--- config.mk ---
export PLATFORM = sky130hd
export DESIGN_NAME = gestor_tablero
export DESIGN_NICKNAME = d
export VERILOG_FILES = /design/src/rtl/gestor_tablero.sv
export SDC_FILE = /design/constraint.sdc
export NUM_CORES = 1
export LEC_CHECK = 0
export ABC_AREA = 1
export BUFFER_PORTS_ARGS = -buffer_cell sky130_fd_sc_hd__buf_2
export CAP_MARGIN = 15
export CORE_AREA = 3 3 118 131
export DETAILED_ROUTE_END_ITERATION = 8
export DIE_AREA = 0 0 121 134
export PLACE_DENSITY = 0.65
export SYNTH_ARGS = -nofsm -noshare
export SYNTH_HDL_FRONTEND = slang
export SYNTH_SLANG_ARGS = --single-unit
export TNS_END_PERCENT = 50
--- constraint.sdc ---
create_clock -name clk -period 1.9 [get_ports clk]
set_input_delay 0.19 -clock clk [delete_from_list [all_inputs] [get_ports clk]]
set_output_delay 0.19 -clock clk [all_outputs]
set_load 0.02 [all_outputs]
--- src/rtl/gestor_tablero.sv ---
// gestor_tablero: Connect-4 board writer. Owns the FILAS x COLUMNAS board,
// applies gravity one row per cycle, writes the mover's piece, then samples
// the external win detector to decide between next turn, win and draw.
// Optional build macro TURNO_TIMEOUT_EN adds an idle-turn forfeit timer.
module gestor_tablero #(
    parameter int FILAS           = 6,
    parameter int COLUMNAS        = 7,
    parameter int JUGADOR_INICIAL = 1,
    parameter int TIEMPO_TURNO    = 50_000_000
) (
    input  logic       clk,
    input  logic       rst_n,
    input  logic       nuevo_juego,
    input  logic       soltar,
    input  logic [2:0] columna,
    input  logic       hay_ganador,
    input  logic [1:0] jugador_ganador,
    output logic [1:0] tablero [0:FILAS-1][0:COLUMNAS-1],
    output logic [1:0] jugador_actual,
    output logic       listo,
    output logic       movimiento_ok,
    output logic       columna_llena,
    output logic       columna_invalida,
    output logic       fin_juego,
    output logic [1:0] ganador,
    output logic       empate,
    output logic       turno_perdido
);
    typedef enum logic [2:0] {ESPERA, BUSCAR, ESCRIBIR, EVALUAR, FIN} estado_t;

    localparam int            FW           = (FILAS > 1) ? $clog2(FILAS) : 1;
    localparam logic [FW-1:0] FILA_FONDO   = FW'(FILAS - 1);
    localparam logic [3:0]    NUM_COLS     = 4'(COLUMNAS);
    localparam logic [5:0]    TOTAL_FICHAS = 6'(FILAS * COLUMNAS);
    localparam logic [1:0]    JUG_INI      = 2'(JUGADOR_INICIAL);

    estado_t       state_q, state_d;
    logic [2:0]    col_q, col_d;
    // fila_q walks up from the bottom row and, once a free cell is found,
    // stays put as the target row for the write.
    logic [FW-1:0] fila_q, fila_d;
    logic [5:0]    fichas_q, fichas_d;
    logic [1:0]    jugador_q, jugador_d;
    logic          fin_q, fin_d;
    logic [1:0]    ganador_q, ganador_d;
    logic          empate_q, empate_d;
    logic          invalida_q, invalida_d;
    logic [1:0]    tablero_q [0:FILAS-1][0:COLUMNAS-1];
    logic [1:0]    tablero_d [0:FILAS-1][0:COLUMNAS-1];
    logic          celda_libre;
`ifdef TURNO_TIMEOUT_EN
    localparam int            TW     = $clog2(TIEMPO_TURNO + 1);
    localparam logic [TW-1:0] LIMITE = TW'(TIEMPO_TURNO - 1);
    logic [TW-1:0] timer_q, timer_d;
    logic          perdido;
`endif

    function automatic logic [1:0] otro_jugador(input logic [1:0] j);
        return (j == 2'd1) ? 2'd2 : 2'd1;
    endfunction

    assign celda_libre = (tablero_q[fila_q][col_q] == 2'd0);

    // Move sequencer: next state, single-cell board update and status pulses.
    always_comb begin
        state_d       = state_q;
        col_d         = col_q;
        fila_d        = fila_q;
        fichas_d      = fichas_q;
        jugador_d     = jugador_q;
        fin_d         = fin_q;
        ganador_d     = ganador_q;
        empate_d      = empate_q;
        invalida_d    = 1'b0;
        tablero_d     = tablero_q;
        listo         = 1'b0;
        movimiento_ok = 1'b0;
        columna_llena = 1'b0;
`ifdef TURNO_TIMEOUT_EN
        timer_d       = '0;
        perdido       = 1'b0;
`endif
        case (state_q)
            ESPERA: begin
                listo = 1'b1;
                if (soltar) begin
                    if ({1'b0, columna} < NUM_COLS) begin
                        col_d   = columna;
                        fila_d  = FILA_FONDO;
                        state_d = BUSCAR;
                    end else begin
                        invalida_d = 1'b1;
                    end
                end
`ifdef TURNO_TIMEOUT_EN
                else if (timer_q == LIMITE) begin
                    perdido   = 1'b1;
                    jugador_d = otro_jugador(jugador_q);
                end else begin
                    timer_d = timer_q + TW'(1);
                end
`endif
            end
            BUSCAR: begin
                if (celda_libre) begin
                    state_d = ESCRIBIR;
                end else if (fila_q == '0) begin
                    columna_llena = 1'b1;
                    state_d       = ESPERA;
                end else begin
                    fila_d = fila_q - FW'(1);
                end
            end
            ESCRIBIR: begin
                tablero_d[fila_q][col_q] = jugador_q;
                fichas_d                 = fichas_q + 6'd1;
                state_d                  = EVALUAR;
            end
            EVALUAR: begin
                // The detector has had one full cycle to see the new piece.
                if (hay_ganador) begin
                    ganador_d = jugador_ganador;
                    fin_d     = 1'b1;
                    state_d   = FIN;
                end else if (fichas_q == TOTAL_FICHAS) begin
                    empate_d = 1'b1;
                    fin_d    = 1'b1;
                    state_d  = FIN;
                end else begin
                    jugador_d     = otro_jugador(jugador_q);
                    movimiento_ok = 1'b1;
                    state_d       = ESPERA;
                end
            end
            FIN: begin
                state_d = FIN;
            end
            default: state_d = ESPERA;
        endcase

        // A new game overrides whatever the sequencer decided this cycle.
        if (nuevo_juego) begin
            state_d       = ESPERA;
            col_d         = '0;
            fila_d        = '0;
            fichas_d      = '0;
            jugador_d     = JUG_INI;
            fin_d         = 1'b0;
            ganador_d     = 2'd0;
            empate_d      = 1'b0;
            invalida_d    = 1'b0;
            movimiento_ok = 1'b0;
            columna_llena = 1'b0;
            for (int f = 0; f < FILAS; f++) begin
                for (int c = 0; c < COLUMNAS; c++) begin
                    tablero_d[f][c] = 2'd0;
                end
            end
`ifdef TURNO_TIMEOUT_EN
            timer_d = '0;
            perdido = 1'b0;
`endif
        end
    end

    // State, board and game-status registers with asynchronous clear.
    always_ff @(posedge clk or negedge rst_n) begin
        if (!rst_n) begin
            state_q    <= ESPERA;
            col_q      <= '0;
            fila_q     <= '0;
            fichas_q   <= '0;
            jugador_q  <= JUG_INI;
            fin_q      <= 1'b0;
            ganador_q  <= 2'd0;
            empate_q   <= 1'b0;
            invalida_q <= 1'b0;
            for (int f = 0; f < FILAS; f++) begin
                for (int c = 0; c < COLUMNAS; c++) begin
                    tablero_q[f][c] <= 2'd0;
                end
            end
`ifdef TURNO_TIMEOUT_EN
            timer_q    <= '0;
`endif
        end else begin
            state_q    <= state_d;
            col_q      <= col_d;
            fila_q     <= fila_d;
            fichas_q   <= fichas_d;
            jugador_q  <= jugador_d;
            fin_q      <= fin_d;
            ganador_q  <= ganador_d;
            empate_q   <= empate_d;
            invalida_q <= invalida_d;
            tablero_q  <= tablero_d;
`ifdef TURNO_TIMEOUT_EN
            timer_q    <= timer_d;
`endif
        end
    end

    assign tablero          = tablero_q;
    assign jugador_actual   = jugador_q;
    assign fin_juego        = fin_q;
    assign ganador          = ganador_q;
    assign empate           = empate_q;
    assign columna_invalida = invalida_q;
`ifdef TURNO_TIMEOUT_EN
    assign turno_perdido    = perdido;
`else
    // No timer is built; the expression is constant 0 for any legal TIEMPO_TURNO.
    assign turno_perdido    = (TIEMPO_TURNO < 0);
`endif
endmodule

======== Yosys cells after proc, flatten, opt, wreduce, memory -nomap -nowiden ========
Cells that the tools add are included.
cells by class
  mux-type cells .......................... 61
  $lt $le $gt $ge ......................... 5
  equal/unequal tests ..................... 13
  reduce and logical (&&, ||, !) cells .... 21
  bitwise operators ....................... 2
  add/sub/neg operators ................... 2
operators with widths
  operator                                                                      count
  84-bit two-way mux                                                            2
  84-bit bitwise mux                                                            1
  3-bit two-way mux                                                             16
  14-bit binary-select mux with 3-bit select                                    1
  14-bit demux with 3-bit select                                                1
  14-bit two-way mux                                                            3
  2-bit two-way mux                                                             11
  1-bit two-way mux                                                             20
  3-bit one-hot mux with 5 select lines                                         1
  2-bit nonzero test                                                            7
  6-bit two-way mux                                                             2
  3-bit != test, second input constant                                          4
  3-bit AND reduction                                                           4
  4-bit greater-or-equal comparator, second input constant                      2
  4-bit by 1-bit less-than comparator with 1-bit output, second input constant  2
  3-bit NOT with 4-bit output                                                   2
  6-bit by 1-bit adder with 6-bit output, second input constant                 1
  2-bit binary-select mux with 3-bit select                                     1
  2-bit demux with 3-bit select                                                 1
  3-bit by 2-bit == test with 1-bit output, second input constant               2
  6-bit == test, second input constant                                          1
  3-bit zero test                                                               2
  3-bit one-hot mux with 2 select lines                                         1
  3-bit nonzero test                                                            2
  11 further kinds                                                              14
word-level totals
  output and inout bits ................... 95
  logic and storage cells ................. 155
  bits in registers ....................... 106
  input port bits ......................... 10

======== Logic depth before layout (Yosys ltp) ========
Gate-level depths: netlist of the first run.
  depth in word-level cells ............... 11
  gate-level depth with buffers ........... 17
  mapped depth without buffers ............ 16

======== Worst setup path after synthesis of the first run ========
OpenSTA, ideal clock, no wires.
  path type ............................... register -> output
  start point ............................. reg fila_q[1]
  end point ............................... out columna_llena
  path slack .............................. 0.160 ns
  stages on the path, launching flop included .. 13
  arrival time ............................ 1.550 ns
  buffers on the path ..................... 1
  required time ........................... 1.710 ns
  cells stage by stage .................... dfrtp_1 -> buf_4 -> inv_2 -> nand2_2 -> nor2_4 -> nand2_1 -> nand2_1 -> nor2_1 -> nand3_1 -> nand2_1 -> nand3_2 -> nor2_2 -> nor2_1
between the ends
  cells in the longest elaborated chain, start to end .. 11
  elaborated cells between the ends (all ways) .. 13
  classes of those cells .................. mux (10); bitwise (1); reduce/logical (2)
RTL lines
  element                                                RTL line  source
  start: declaration                                     41        logic [FW-1:0] fila_q, fila_d;
  start signal: assignment                               189       fila_q <= fila_d;
  3-bit NOT with 4-bit output (implied by the code)      62        assign celda_libre = (tablero_q[fila_q][col_q] == 2'd0);
  14-bit binary-select mux with 3-bit select             62
  14-bit two-way mux (implied by the code) (2 in a row)  62
  2-bit binary-select mux with 3-bit select              62
  2-bit two-way mux (implied by the code) (2 in a row)   62
  2-bit zero test                                        62
  1-bit two-way mux *                                    105       if (celda_libre) begin
  1-bit two-way mux *                                    83        case (state_q)
  1-bit two-way mux *                                    142       if (nuevo_juego) begin
  end: declaration                                       22        output logic columna_llena,
Mark *: on every way between the ends. The rest lies on a longest branch, timed or not. The select of a mux whose other input is x is not followed.

======== Worst setup path in the final report of the first run ========
  start point ............................. reg fila_q[0]
  end point ............................... out columna_llena
Same word-level chain as after synthesis.

==> run summary, run 1 <==
Outcome = finished with violations
Violated checks = negative setup slack
CP max stage cell = dfrtp_2
Number of global-route vias before repair = 5491
CTS tree = built
Post-synthesis cell count = 735
Synth area leader = dfrtp_1
Seq/Total Area, Yosys = 47.07%
Number of buffers created by CTS = 9
Largest net degree at the start of global routing = 45
Starting density of the core = 39.34%
Mean Syn Cell Area = 7.671 µm²
Fmax = 448.4 MHz
Total clock sinks = 106
Register area = 2658 µm²
ANT cells = 0
Gr usage total = 22.32%
Share of post-route cells with drive strength above 1 = 26.11%
Via Count = 5657
DP Worst Slack = -37.28 ps
Vias/cell = 5.272
Crit-path leading delay family = simple AND/OR/NAND/NOR gates
Worst-Skew Late Latency = 360 ps
Worst-path fanout max = 6
H-tree depth = 3
Nets = 890
Drt total wl = 17760 µm
Root buffer cell = clkbuf_16
Netlist cell types = 35
Row cnt = 46
Wire per inst = 16.55 µm
Area of the multi-input gates = 2564 µm²
Register bit total from synthesis = 106
Total negative slack = -727.8 ps
CP Class = register to primary output
Fill count = 1408
Final Hold Fails = 0
Cell mode on critical path = nand2_2
RSZ-0062 raised after global routing = true
Synth top area cells = dfrtp_1 47%, nand2_1 13%, o21ai_0 8.0%
First-pass GRT wire length = 28400 µm
Final Cycle Share = 117.4%
Initial antenna violation count = 1
Aggregate global routing overflow = 0
Die Area = 16210 µm²
Syn Nets = 749
Die W = 121 µm
Leak = 3.627 nW
Fin util = 50.35%
Port buffer count = 103
Final-report max-slew violation count = 0
CP max stage delay = 430 ps
Core Footprint = 14330 µm²
Worst path bufs/invs = 3
Async SR Flop Fraction = 100.0%
Flop2flop setup slack = -110 ps
Pwr dens = 1040 nW/µm²
Setup-failing EPs final = 5
Clk_skew = 11.31 ps
Synthesis Warnings = 0
Number of synthesized flops with an enable pin = 0
Worst path cell trace = clkinv_4, buf_12, nand2_2, nand2_2, nand2_2, nand2_1, nand2_1, nand2_1, nand2_1, nand2_2, nor2_2, nand2_2, nor2_4, nor2_4, buf_6
DRT antenna net count = 0
Max Cap Viol = 0
GP Congestion = 0.9208
Top Ports = 105
Tmin final = 2230 ps
Reg clk slew, reported paths = 80 ps
Crit path DAT = 2040 ps
Min-delay worst type = primary input to register
Iteration-0 DRC Markers = 388
Area grow syn2layout = 27.98%
Clock Tree Buf Depth = 2
Residual DRC = 0
Yosys top cell area share = 46.60%
Top FF cell, synth = dfrtp_1
Die Y = 134 µm
WP data required = 1710 ps
First drt pass iteration count = 5
Cell Area, Synth = 5638 µm²
Setup crit end kind = primary output
Worst Slack Setup Final = -330.1 ps
Startpoint types = register
DP HPWL = 12620 µm
Maximum VDD drop = 0.0004602 V
==> metrics by stage <==
step	instances	hold WS (ps)	area [µm²]	total power, W
6_report	1073	59.01	7216	0.007501
5_1_grt	1073	61.45	7216	0.007927
4_1_cts	1070	47.43	7122	0.007404
3_5_place_dp	1047	174.2	6688	0.005276
3_3_place_gp	1047	166.2	6688	0.005261
2_1_floorplan	735	-105.6	5638	0.004277
==> sequential cells by signal, summed over array words and instances (netlist names) <==
signal / count
state_q: 3
columna_invalida: 1
tablero: 84
fin_juego: 1
ganador: 2
col_q: 3
fila_q: 3
fichas_q: 6
empate: 1
jugador_actual: 2
==> cell usage in the layout (no fill, tap or decap), types with 30 or more instances in the layout <==
master   netlist  final
dfrtp_1      105    102
nor2_1        37     31
nand2_1      200    193
nand4_1       30     30
inv_1         60     58
buf_4          4     60
nand3_1       66     65
buf_2         11    100
a21oi_1       37     37
o21ai_0       90     87
==> area by class of cell <==
type                       count  area share (%)
tap                          192           3.329
multi-input combinational    519           35.53
clock buffer                  10           3.173
inverter                      64           3.433
sequential                   106           36.83
timing repair buffer         176           17.01
clock inverter                 6          0.6936
==> repair_timing <==
action | 4_1_cts | 5_1_grt
resized for setup | 20 | 26
endpoints found under the hold margin | 30 | 0
setup buffers | 4 | 3
pin swaps | 5 | 14
cloned | 2 | 0
hold buffers | 1 | 0
endpoints found under the setup margin | 5 | 30
==> tightest hold or removal path: stages <==
cell	delay [ps]
buf_2	70
nand3_1	60
o21ai_0	60
==> synthesized netlist by cell type (2+ instances only) <==
cell type	instances
nand2_1	200
dfrtp_1	105
o21ai_0	90
nand3_1	66
inv_1	60
a21oi_1	37
nor2_1	37
nand4_1	30
clkbuf_1	18
nor3_1	12
buf_2	11
o22ai_1	10
buf_6	9
o21ai_1	7
nand3b_1	6
buf_1	4
buf_4	4
ha_1	4
inv_2	3
a31oi_1	2
nand2_2	2
nand3_2	2
nor2_2	2
nor2_4	2
nor3_2	2
==> path summary, 6_finish.rpt <==
check,start,end,cells past startpoint
setup reg to reg,fila_q[0],state_q[0],16
setup / recovery,fila_q[0],columna_llena,15
hold / removal,jugador_ganador[0],ganador[0],3
max in group asynchronous,rst_n,jugador_actual[0],3
min in group asynchronous,rst_n,tablero[83],2
hold reg to reg,jugador_actual[0],jugador_actual[0],2
==> power by group <==
group | internal [W] | switching [W] | total (W)
registers | 0.00236 | 0.000129 | 0.00249
logic | 0.00127 | 0.00194 | 0.00321
clock network | 0.000904 | 0.000892 | 0.00180
total | 0.00454 | 0.00296 | 0.00750
==> logic make-up (layout without fill, tap and decap cells) <==
logic type | after synthesis | after routing | share of synthesized area, %
fa+ha+maj | 4 | 4 | 0.8877
other cells | 1 | 1 | 0.06651
compound gates | 149 | 149 | 13.63
buf+inv | 110 | 256 | 9.077
simple gates | 365 | 365 | 29.27
flops | 106 | 106 | 47.07
==> per-layer routing <==
| metal | part of all wire (%) | vias up | track usage, % | routed length, µm |
|---|---|---|---|---|
| li1 | - | 2741 | - | - |
| met1 | 42 | 2685 | 28.53 | 7447 |
| met2 | 50 | 194 | 37.94 | 8806 |
| met3 | 6.3 | 35 | 4.513 | 1117 |
| met4 | 2.1 | 2 | 7.116 | 373 |
| met5 | 0.073 | - | 0 | 13 |
No activity file was read; power rests on OpenSTA's default activity.
==> run 2: changes to the inputs <==
Settings changed: ABC_AREA 1 to default, CORE_AREA 3 3 118 131 to 3 3 116 129, DIE_AREA 0 0 121 134 to 0 0 119 132.
==> run 2 against run 1 <==
The run still ends with negative setup slack left. Sequential power fell by 6%. Critical path depth decreased by 5. Cell count down 3.3%. Sequential share of layout area shrank 1.3 points. Clock-buffer cell count up 1. Combinational power down 71%. Fmax shrank 17%. Largest cell class unchanged.
==> run summary, run 2 <==
Outcome = finished with violations (unchanged)
Violated checks = negative setup slack (unchanged)
Yosys top cell area share = 47.95% (was 46.60%)
Final-report max-slew violation count = 0 (unchanged)
Die W = 119 µm (was 121 µm)
Gr usage total = 23.50% (was 22.32%)
Fin util = 54.13% (was 50.35%)
Row cnt = 45 (was 46)
Top FF cell, synth = dfrtp_1 (unchanged)
Die Y = 132 µm (was 134 µm)
Worst r2r dst = state_q[1] (was state_q[0])
Worst-path fanout max = 25 (was 6)
Min-Delay Endpoint = columna_invalida (was ganador[0])
Netlist cell types = 57 (was 35)
Number of global-route vias before repair = 5529 (was 5491)
Startpoint types = register (unchanged)
Cell Area, Synth = 5480 µm² (was 5638 µm²)
P_int = 0.003583 W (was 0.004537 W)
Die Area = 15710 µm² (was 16210 µm²)
Share of post-route cells with drive strength above 1 = 33.06% (was 26.11%)
Wire per inst = 17.84 µm (was 16.55 µm)
Starting density of the core = 39.73% (was 39.34%)
Reg2Reg Depth = 11 (was 16)
Port buffer count = 103 (unchanged)
CTS tree = built (unchanged)
Top Ports = 105 (unchanged)
Commonest non-fill, non-tap cell in the layout = nand2_1 (unchanged)
Final Hold Fails = 0 (unchanged)
DP HPWL = 13280 µm (was 12620 µm)
First-pass GRT wire length = 29020 µm (was 28400 µm)
Min-Delay Startpoint = soltar (was jugador_ganador[0])
Tmin final = 2697 ps (was 2230 ps)
Synthesis Warnings = 0 (unchanged)
Worst hold path cell count = 3 (unchanged)
Worst flop-to-flop path startpoint = fila_q[0] (unchanged)
Seq/Total Area, Yosys = 48.42% (was 47.07%)
Worst Slack Setup Final = -796.5 ps (was -330.1 ps)
Flop2flop setup slack = -700 ps (was -110 ps)
Maximum VDD drop = 0.0004463 V (was 0.0004602 V)
Core Footprint = 13790 µm² (was 14330 µm²)
CP Class = register to primary output (unchanged)
Pwr dens = 674.9 nW/µm² (was 1040 nW/µm²)
Max reg flops = 84 (unchanged)
Area of the multi-input gates = 2615 µm² (was 2564 µm²)
Max Cap Viol = 0 (unchanged)
Synth area leader = dfrtp_1 (unchanged)
Met3 wire length = 1023 µm (was 1117 µm)
Vias/cell = 5.439 (was 5.272)
Register bit total from synthesis = 106 (unchanged)
Iteration-0 DRC Markers = 414 (was 388)
Initial antenna violation count = 0 (was 1)
Fmax = 370.9 MHz (was 448.4 MHz)
Nets = 860 (was 890)
Clk_skew = 8.195 ps (was 11.31 ps)
Setup crit end kind = primary output (unchanged)
Sequential power share = 46.4% (was 33.2%)
Setup-failing EPs final = 7 (was 5)
Register area = 2655 µm² (was 2658 µm²)
Clock power share = 35.2% (was 23.9%)
H-tree depth = 3 (unchanged)
Reg clk slew, reported paths = 70 ps (was 80 ps)
Leak = 3.497 nW (was 3.627 nW)
P_sw = 0.001457 W (was 0.002963 W)
Top-count cell post-synth = nand2_1 (unchanged)
Aggregate global routing overflow = 0 (unchanged)
GP Congestion = 0.8845 (was 0.9208)
Crit path DAT = 2510 ps (was 2040 ps)
Total negative slack = -3431 ps (was -727.8 ps)
WP data required = 1710 ps (about the same)
Root buffer cell = clkbuf_16 (unchanged)
Met1 Routed Length = 7891 µm (was 7447 µm)
Synth top area cells = dfrtp_1 48%, nand2_1 9.3%, a21oi_1 8.7% (was dfrtp_1 47%, nand2_1 13%, o21ai_0 8.0%)
WL met2 = 9137 µm (was 8806 µm)
Worst-Skew Late Latency = 360 ps (about the same)
Most frequent cells in the layout = 136 x nand2_1, 130 x buf_4, 104 x dfrtp_1 (was 193 x nand2_1, 102 x dfrtp_1, 100 x buf_2)
Max layer used = met4 (was met5)
ANT cells = 0 (unchanged)
Synth top cells by count = 136 x nand2_1, 105 x dfrtp_1, 95 x a21oi_1 (was 200 x nand2_1, 105 x dfrtp_1, 90 x o21ai_0)
Clock Tree Buf Depth = 2 (unchanged)
DRT antenna net count = 0 (unchanged)
First drt pass iteration count = 5 (unchanged)
Residual DRC = 0 (unchanged)
Drt total wl = 18520 µm (was 17760 µm)
Post-synthesis cell count = 655 (was 735)
Final cell count without fillers = 1038 (was 1073)
Placed cell count = 1021 (was 1047)
Final Cycle Share = 141.9% (was 117.4%)
Mean Syn Cell Area = 8.367 µm² (was 7.671 µm²)
RSZ-0062 raised after global routing = true (unchanged)
Async SR Flop Fraction = 100.0% (unchanged)
Syn Nets = 669 (was 749)
Min-delay worst type = primary input to register (unchanged)
Number of buffers created by CTS = 9 (unchanged)
Area grow syn2layout = 36.26% (was 27.98%)
Combinational power share = 18.4% (was 42.9%)
Fill count = 1313 (was 1408)
Largest net degree at the start of global routing = 69 (was 45)
Sw frac = 28.91% (was 39.51%)
Number of synthesized flops with an enable pin = 0 (unchanged)
Total clock sinks = 106 (unchanged)
Via Count = 5646 (was 5657)
==> run 2: changes by cell type after synthesis, moves of 9 or more <==
cell	before	now
o22ai_1	10	1
nand4_1	30	5
o21ai_0	90	12
clkbuf_1	18	53
a21oi_1	37	95
nand3_1	66	86
mux2i_1	0	17
nand2_1	200	136
inv_1	60	3
==> run 2: final cells by class <==
class,count,area share [%]
sequential,106,35.56
multi-input combinational,482,35.02
timing repair buffer,241,22.35
clock buffer,11,3.251
tap,188,3.150
clock inverter,4,0.3686
inverter,6,0.3016
==> run 2: logic make-up after synthesis <==
| logic type | share of synthesized area [%] |
|---|---|
| mux | 3.790 |
| other cells | 0.06843 |
| compound gates | 15.02 |
| buf+inv | 5.068 |
| flops | 48.42 |
| xor+xnor | 0.6394 |
| fa+ha+maj | 0.9133 |
| simple gates | 26.07 |
==> run 2: worst max path at each step <==
stage	endpoint	slack, ps	from
final	columna_llena	-800	fila_q[0]
after global routing	columna_llena	-870	fila_q[0]
after CTS	columna_llena	-810	fila_q[0]
after detailed placement	state_q[1]	-570	fila_q[0]
after global placement	fila_q[0]	-540	fila_q[0]
after floorplan	fila_q[1]	-380	fila_q[0]
==> run 2: timing repair <==
action | CTS | global route
resized for setup | 3 | 3
hold buffers | 1 | 0
pin swaps | 3 | 0
hold endpoints to repair | 105 | 0
buffers inserted | 1 | 0
endpoints found under the setup margin | 7 | 7
==> run 2: layer usage <==
layer | track usage [%] | vias to the layer above
met5 | 0 | -
met4 | 8.693 | 0
met3 | 3.691 | 29
met2 | 39.05 | 214
met1 | 30.97 | 2744
li1 | - | 2659
==> run 2: power groups by stage <==
stage	sequential, W	combinational [W]	clock (W)
after CTS	0.00234	0.000922	0.00181
after global placement	0.00237	0.000887	0
after detailed placement	0.00238	0.000905	0
after floorplan	0.00236	0.000497	0
after global routing	0.00234	0.00100	0.00190
final	0.00234	0.000928	0.00178
==> run 2: worst max-delay path: stages (launching register included) <==
cell	delay (ps)
dfrtp_2	430
buf_12	170
mux2_4	310
a21oi_2	110
a221oi_1	60
o31a_1	260
a221oi_2	210
nand4_2	130
buf_6	140
nor4b_2	150
buf_4	170
==> run 2: through the flow <==
stage | setup slack (ps) | power (W) | cell area (µm²) | hold slack [ps]
floorplan | -384.2 | 0.002859 | 5502 | -105.6
global placement | -541.1 | 0.003261 | 7156 | 18.78
detailed placement | -572.4 | 0.003284 | 7156 | 21.61
CTS | -805.2 | 0.005068 | 7455 | 62.56
global route | -874.1 | 0.005248 | 7467 | 89.83
finish | -796.5 | 0.005039 | 7467 | 75.15
==> run 3: changes to the inputs <==
Settings changed: CORE_AREA 3 3 116 129 to 3 3 99 110, DIE_AREA 0 0 119 132 to 0 0 102 113, PLACE_DENSITY 0.65 to 0.84.
==> run 3 against run 2 <==
The flow still finishes with violations (negative setup slack). Sequential power is essentially flat. Sequential cell count did not move. Non-clock buffer count shrank 8. Combinational power is 5.3% higher. Global-route usage increased by 8.2 points. First-iteration DRC count increased by 13%. Clock-buffer cell count down 2. Worst setup slack improved by 54 ps. Die area shrank 27%. Cell count fell by 7.3%. Clock skew grew 2.3 ps. Largest cell class unchanged. Largest power group unchanged.
==> run summary, run 3 (same netlist as run 2, synthesis figures left out) <==
Final cell count without fillers = 962 (was 1038)
Met3 wire length = 1560 µm (was 1023 µm)
GP Congestion = 0.9818 (was 0.8845)
P_sw = 0.001421 W (was 0.001457 W)
Row cnt = 38 (was 45)
WP depth = 9 (was 10)
Max layer used = met4 (unchanged)
Leak = 3.422 nW (was 3.497 nW)
Die Y = 113 µm (was 132 µm)
Final Cycle Share = 139.1% (was 141.9%)
Max Cap Viol = 0 (unchanged)
Setup crit end kind = primary output (unchanged)
CP max stage cell = dfrtp_2 (unchanged)
Combinational power share = 20.2% (was 18.4%)
Worst path bufs/invs = 2 (was 3)
Max reg flops = 84 (unchanged)
H-tree depth = 3 (unchanged)
RSZ-0062 raised after global routing = true (unchanged)
P_int = 0.003420 W (was 0.003583 W)
WL met2 = 9099 µm (was 9137 µm)
Nets = 852 (was 860)
Core Footprint = 9889 µm² (was 13790 µm²)
Total clock sinks = 106 (unchanged)
Worst-Margin Slew = 555.9 ps
Vias/cell = 6.073 (was 5.439)
Fill count = 720 (was 1313)
Min-delay worst type = primary input to register (unchanged)
Minimum hold slack = 35.52 ps (was 75.15 ps)
First drt pass iteration count = 5 (unchanged)
Met1 Routed Length = 6838 µm (was 7891 µm)
Share of post-route cells with drive strength above 1 = 33.37% (was 33.06%)
Gr usage total = 31.67% (was 23.50%)
Maximum VDD drop = 0.0005091 V (was 0.0004463 V)
Clk_skew = 10.46 ps (was 8.195 ps)
Via Count = 5842 (was 5646)
Crit path DAT = 2450 ps (was 2510 ps)
Most frequent cells in the layout = 136 x nand2_1, 120 x buf_4, 102 x dfrtp_1 (was 136 x nand2_1, 130 x buf_4, 104 x dfrtp_1)
Reg clk slew, reported paths = 100 ps (was 70 ps)
CTS tree = built (unchanged)
Startpoint types = register (unchanged)
Placed cell count = 941 (was 1021)
Drt total wl = 18150 µm (was 18520 µm)
Clock Tree Buf Depth = 2 (unchanged)
Residual DRC = 0 (unchanged)
Aggregate global routing overflow = 0 (unchanged)
ANT cells = 0 (unchanged)
DP HPWL = 12520 µm (was 13280 µm)
Wire per inst = 18.87 µm (was 17.84 µm)
WP data required = 1710 ps (about the same)
Tmin final = 2642 ps (was 2697 ps)
Worst hold path cell count = 3 (unchanged)
Initial antenna violation count = 0 (unchanged)
Final Hold Fails = 0 (unchanged)
Iteration-0 DRC Markers = 469 (was 414)
Top Ports = 105 (unchanged)
DRT antenna net count = 0 (unchanged)
CP Class = register to primary output (unchanged)
Outcome = finished with violations (unchanged)
Area of the multi-input gates = 2654 µm² (was 2615 µm²)
Sw frac = 29.36% (was 28.91%)
Die Area = 11530 µm² (was 15710 µm²)
Register area = 2658 µm² (was 2655 µm²)
Worst-Skew Late Latency = 380 ps (was 360 ps)
Number of buffers created by CTS = 9 (unchanged)
Sequential power share = 48.5% (was 46.4%)
Fmax = 378.5 MHz (was 370.9 MHz)
Setup-failing EPs final = 6 (was 7)
Crit-path leading delay family = compound AO/OA/AOI/OAI gates (unchanged)
Worst Slack Setup Final = -742.2 ps (was -796.5 ps)
Commonest non-fill, non-tap cell in the layout = nand2_1 (unchanged)
Clock power share = 31.3% (was 35.2%)
Worst-path fanout max = 8 (was 25)
Rel. slew slack = 62.94%
Pwr dens = 664.0 nW/µm² (was 674.9 nW/µm²)
First-pass GRT wire length = 28520 µm (was 29020 µm)
Root buffer cell = clkbuf_8 (was clkbuf_16)
CP max stage delay = 510 ps (was 430 ps)
Number of global-route vias before repair = 5698 (was 5529)
Worst path cell trace = buf_12, mux2i_4, o21ai_0, o21ai_1, nand2_1, a221oi_2, nand4_2, nor4b_4, buf_4 (was buf_12, mux2_4, a21oi_2, a221oi_1, o31a_1, a221oi_2, nand4_2, buf_6, nor4b_2, buf_4)
Die W = 102 µm (was 119 µm)
Port buffer count = 103 (unchanged)
Reg2Reg Depth = 10 (was 11)
Violated checks = negative setup slack (unchanged)
Area grow syn2layout = 33.06% (was 36.26%)
DP Worst Slack = -667.0 ps (was -572.4 ps)
Final-report max-slew violation count = 0 (unchanged)
Starting density of the core = 55.41% (was 39.73%)
Largest net degree at the start of global routing = 47 (was 69)
==> run 3: cell count changes in the layout (fill, tap and decap cells not counted), sizes merged <==
cell | previous run | this run
buf | 240 | 232
bufinv | 0 | 2
clkbuf | 11 | 9
clkinvlp | 0 | 1
inv | 7 | 6
==> run 3: worst min-delay path, cell delays in order <==
cell and delay, ps:
buf_2 90, inv_1 60, nor2_1 40
==> run 3: path summary, 6_finish.rpt <==
path                           start                end  slack [ps]
min in group asynchronous      rst_n        tablero[77]         350
setup / recovery           fila_q[0]      columna_llena        -740
setup reg to reg           fila_q[0]          fila_q[1]        -710
hold / removal                soltar   columna_invalida          40
max in group asynchronous      rst_n  jugador_actual[0]         940
hold reg to reg               empate             empate         510
==> run 3: metal layers <==
| layer | global-route usage, % | vias up |
|---|---|---|
| met4 | 14.52 | 0 |
| met3 | 6.042 | 67 |
| met1 | 40.31 | 2793 |
| li1 | - | 2638 |
| met5 | 0 | - |
| met2 | 51.97 | 344 |
==> run 3: layout make-up <==
class / instances / share of cell area, %
clock buffer: 9 / 1.699
clock inverter: 6 / 1.132
inverter: 6 / 0.3089
multi-input combinational: 482 / 36.39
sequential: 106 / 36.44
tap: 120 / 2.059
timing repair buffer: 233 / 21.96
==> run 3: what timing repair did <==
item / in CTS / in global routing
hold buffers: 1 / 0
hold endpoints to repair: 39 / 0
pin swaps: 4 / 6
buffers inserted: 3 / 2
endpoints found under the setup margin: 6 / 8
gates resized for setup: 14 / 8
==> run 3: metrics by stage <==
stage | setup TNS (ps) | utilization (%) | total power (W) | cell area, µm²
detailed placement | -2924 | 70.38 | 0.003248 | 6960
global placement | -2320 | 70.38 | 0.003213 | 6960
floorplan | -1559 | - | 0.002859 | 5502
global route | -4291 | 73.73 | 0.004986 | 7292
finish | -3598 | 73.73 | 0.004842 | 7292
CTS | -3354 | 73.24 | 0.004783 | 7243
==> run 3: power by group through the flow <==
stage	registers [W]	clock network, W	logic [W]
floorplan	0.00236	0	0.000497
global placement	0.00238	0	0.000830
detailed placement	0.00239	0	0.000863
CTS	0.00234	0.00151	0.000925
global route	0.00235	0.00160	0.00103
finish	0.00235	0.00152	0.000977
